===== src/rtl/alu_arbiter.sv =====
// Two-requester arbiter in front of one shared combinational ALU: IDLE -> EXEC -> RESP per operation.
// Define ALU_ARB_RR_EN for round-robin grant; by default requester 0 has fixed priority.
module alu_arbiter #(
  parameter int WIDTH = 32
) (
  input  logic               clk,
  input  logic               reset_n,
  input  logic [1:0]         req_valid,
  output logic [1:0]         req_ready,
  input  logic [2*WIDTH-1:0] req_a,
  input  logic [2*WIDTH-1:0] req_b,
  input  logic [5:0]         req_sel,
  output logic [1:0]         resp_valid,
  input  logic [1:0]         resp_ready,
  output logic [WIDTH-1:0]   resp_out,
  output logic               resp_zero,
  output logic [WIDTH-1:0]   alu_a,
  output logic [WIDTH-1:0]   alu_b,
  output logic [2:0]         alu_select,
  input  logic [WIDTH-1:0]   alu_out,
  input  logic               alu_zero,
  output logic               busy
);

  typedef enum logic [1:0] {
    IDLE = 2'd0,
    EXEC = 2'd1,
    RESP = 2'd2
  } state_t;

  state_t           state_q, state_d;
  logic             grant_q, grant_d;
  logic [WIDTH-1:0] a_q, a_d;
  logic [WIDTH-1:0] b_q, b_d;
  logic [2:0]       sel_q, sel_d;
  logic [WIDTH-1:0] res_q, res_d;
  logic             zero_q, zero_d;
  logic             winner;
  logic             handshake;

  assign handshake = (state_q == RESP) && resp_ready[grant_q];

`ifdef ALU_ARB_RR_EN
  logic prio_q, prio_d;

  // Pointer names the requester that wins a tie; it moves only on a completed response.
  always_comb begin
    winner = (req_valid == 2'b11) ? prio_q : req_valid[1];
    prio_d = handshake ? ~grant_q : prio_q;
  end

  always_ff @(posedge clk) begin
    if (!reset_n) prio_q <= 1'b0;
    else          prio_q <= prio_d;
  end
`else
  assign winner = ~req_valid[0];
`endif

  always_ff @(posedge clk) begin
    if (!reset_n) begin
      state_q <= IDLE;
      grant_q <= 1'b0;
      a_q     <= '0;
      b_q     <= '0;
      sel_q   <= '0;
      res_q   <= '0;
      zero_q  <= 1'b0;
    end else begin
      state_q <= state_d;
      grant_q <= grant_d;
      a_q     <= a_d;
      b_q     <= b_d;
      sel_q   <= sel_d;
      res_q   <= res_d;
      zero_q  <= zero_d;
    end
  end

  // req_ready is suppressed while reset_n is low, since reset would discard the acceptance anyway.
  always_comb begin
    state_d   = state_q;
    grant_d   = grant_q;
    a_d       = a_q;
    b_d       = b_q;
    sel_d     = sel_q;
    res_d     = res_q;
    zero_d    = zero_q;
    req_ready = 2'b00;
    case (state_q)
      IDLE: begin
        if ((|req_valid) && reset_n) begin
          req_ready = winner ? 2'b10 : 2'b01;
          grant_d   = winner;
          a_d       = winner ? req_a[2*WIDTH-1:WIDTH] : req_a[WIDTH-1:0];
          b_d       = winner ? req_b[2*WIDTH-1:WIDTH] : req_b[WIDTH-1:0];
          sel_d     = winner ? req_sel[5:3] : req_sel[2:0];
          state_d   = EXEC;
        end
      end
      EXEC: begin
        res_d   = alu_out;
        zero_d  = alu_zero;
        state_d = RESP;
      end
      RESP: begin
        if (handshake) state_d = IDLE;
      end
      default: state_d = IDLE;
    endcase
  end

  assign alu_a      = a_q;
  assign alu_b      = b_q;
  assign alu_select = sel_q;
  assign resp_valid = (state_q == RESP) ? (grant_q ? 2'b10 : 2'b01) : 2'b00;
  assign resp_out   = res_q;
  assign resp_zero  = zero_q;
  assign busy       = (state_q != IDLE);

endmodule


===== config.mk =====
export PLATFORM = sky130hd
export DESIGN_NAME = alu_arbiter
export DESIGN_NICKNAME = d
export VERILOG_FILES = /design/src/rtl/alu_arbiter.sv
export SDC_FILE = /design/constraint.sdc
export NUM_CORES = 1
export LEC_CHECK = 0
export CORE_MARGIN = 8
export CORE_UTILIZATION = 40
export DETAILED_ROUTE_END_ITERATION = 6
export PLACE_DENSITY = 0.86
export SLEW_MARGIN = 20
export SYNTH_ARGS = -nofsm -noshare
export SYNTH_HDL_FRONTEND = slang
export SYNTH_SLANG_ARGS = --single-unit

===== constraint.sdc =====
create_clock -name clk -period 1.9 [get_ports clk]
set_input_delay 0.38 -clock clk [delete_from_list [all_inputs] [get_ports clk]]
set_output_delay 0.38 -clock clk [all_outputs]
set_load 0.01 [all_outputs]

==> results.yml <==
drt:
  routedWlPerCell_microns: 18.3
  postRouteAntennaNets: 0
  totalWireLength_microns: 15900
  vias: 4488
  firstDrtPassIters: 7
  initialDrtViolationCount: 305
  drc_errors: 0
  via_per_inst: 5.17
die:
  die_y_microns: 122
  ios: 278
  die_x_microns: 122
  die-area_sq_um: 15000
  std_cell_rows: 39
  initial_core_util_pct: 40.3
  core-area_sq_um: 11200
timing:
  finalMaxSlewViolations: 0
  tightest_slew_ps: 808
  hold_ws_ps: 454
  fmax_mhz: 545
  fin_crit_ps: 1840
  setup_tns_ps: 0
  setup_viol: 0
  fin_ws_ps: 64.7
  rsz0062_at_grt: "false"
  post-route-period-util_pct: 96.6
  relSlewSlack_pct: 46.2
  hold_viol_final: 0
  fin_worst_skew_ps: 7.01
critical_path:
  required_ps: 1520
  worst_ep_arrival_time_ps: 1460
  timing.critical_path.fanout_max: 4
  crit_type: "flop to output pin"
  start_kind: "flop"
  critPathCaptureType: "output pin"
cts:
  cts_tree: "built"
  insertion_delay_ps: 340
  ctsHoldBuffers: 0
  clk_path_buf_depth: 2
  cts-root-buf: "clkbuf_16"
  h-tree-depth: 3
  cts-buffers-inserted: 9
  clock_sinks: 103
  path_clk_slew_ps: 70
synthesis:
  synth_xor_area_share_pct: 0
  synth_top_family_by_area: "compound AO/OA/AOI/OAI gates"
  synth_compound_area_share_pct: 25.5
  synth_cells: 467
  syn_area_sq_um: 4530
  syn_avg_cell_area_sq_um: 9.70
  synth.distinct_cells: 24
  synth_fa_ha_area_share_pct: 0
  yosys.area_share.simple_pct: 7.63
  yosys_register_bits: 103
  synth_warnings: 0
  syn-num-nets: 640
  ys_seq_area_share_pct: 45.5
  synthMuxAreaShare_pct: 15.0
pwr:
  power.density_nw_per_um2: 782
  ir_drop_uv: 585
  finalPower_uw: 5970
  p_leak_uw: 0.00292
finish:
  syn_to_final_growth_pct: 68.4
  final_common_cell: "clkdlybuf4s50_1"
  fill_cells: 878
  postLayoutCellArea_sq_um: 7620
  drive_above_1_share_pct: 6.49
  final_cell_mix: "clkdlybuf4s50_1, dfxtp_1, mux2i_1, o21ai_1, nand2_1"
  nets: 892
placement:
  gp_congestion: 0.783
  hpwl_microns: 12100
  portBuffers: 277
  place_ws_ps: -353
  dpl_cell_area_sq_um: 7280
status:
  status: "finished clean"
grt:
  gr-total-overflow: 0
  antenna_found_initial: 1
  grt_max_degree: 70
  grt_pass1_vias: 4600
  grt_usage_pct: 19.8
  grt_pass1_wl_microns: 23600
run:
  maxCapViolations: 0
hold_path:
  hold_path_class: "flop to flop"
## routing by layer
metal  vias to the layer above  share of wire, %  track usage, %  wire, microns
met1                      2086                38            21.1           6000
met3                        25                10            7.50           1630
met5                         -                 0               0              0
met4                         0               2.4            7.77            387
li1                       2185                 -               -              -
met2                       192                50            34.8           7890
## state kept, by name, summed over array words and instances, names as in the netlist
signal	flops
resp_zero	1
state_q	2
alu_b	32
alu_a	32
grant_q	1
alu_select	3
resp_out	32
## power breakdown
part           leakage, uW  internal (uW)  switching (uW)
sequential        0.000848           2360             115
clock             0.000155           1200             819
combinational      0.00192            836             638
## worst paths after layout
check	end	slack, ps	cells past startpoint	start
worst max-delay path	resp_valid[1]	60	2	grant_q
worst min-delay path	resp_out[13]	450	2	resp_out[13]
worst max register to register	alu_b[0]	250	6	state_q[1]
worst min register to register	resp_out[13]	450	2	resp_out[13]
## through the flow
step	std cells	utilization, %
floorplan	467	-
global placement	849	64.8
detailed placement	849	64.8
CTS	867	67.9
global route	868	67.9
finish	868	67.9
## cells in the mapped netlist (all sizes together)
cell / number / area share [%]
buf: 42 / 5.6
and3: 1 / 0.14
nand2: 66 / 5.5
nand3b: 2 / 0.61
inv: 2 / 0.17
mux2i: 68 / 15
o21ai: 68 / 7.5
nor2: 3 / 0.77
and3b: 1 / 0.19
nand2b: 1 / 0.14
dfxtp: 103 / 46
nor3b: 1 / 0.17
o211ai: 68 / 12
clkbuf: 6 / 0.50
nor2b: 1 / 0.14
a21boi: 34 / 5.6
## cells by family (layout without fill, tap and decap cells)
logic type / Yosys count / after routing
AO/OA/AOI/OAI: 170 / 170
buffers and inverters: 50 / 307
flip-flops: 103 / 103
multiplexers: 68 / 68
other: 0 / 1
AND/OR/NAND/NOR: 76 / 76
## area by class of cell
class	instances	area (sq um)	area share (%)
clock buffer	10	239	3.13
clock inverter	6	92.6	1.21
inverter	2	7.51	0.0985
timing repair buffer	289	2860	37.4
sequential	103	2060	27.1
tap	143	179	2.35
multi-input combinational	314	2180	28.7
antenna	1	2.50	0.0328
## critical path: stages, from the launching register on
cell and delay (ps):
dfxtp_1 400, and3b_1 180, clkdlybuf4s50_1 550
## what timing repair did
action | 4_1_cts | 5_1_grt
pin swaps | 1 | 0
setup endpoints to repair | 4 | 1
resized for setup | 6 | 1
buffers inserted | 2 | 0
Power figures use the tool's default switching activity.
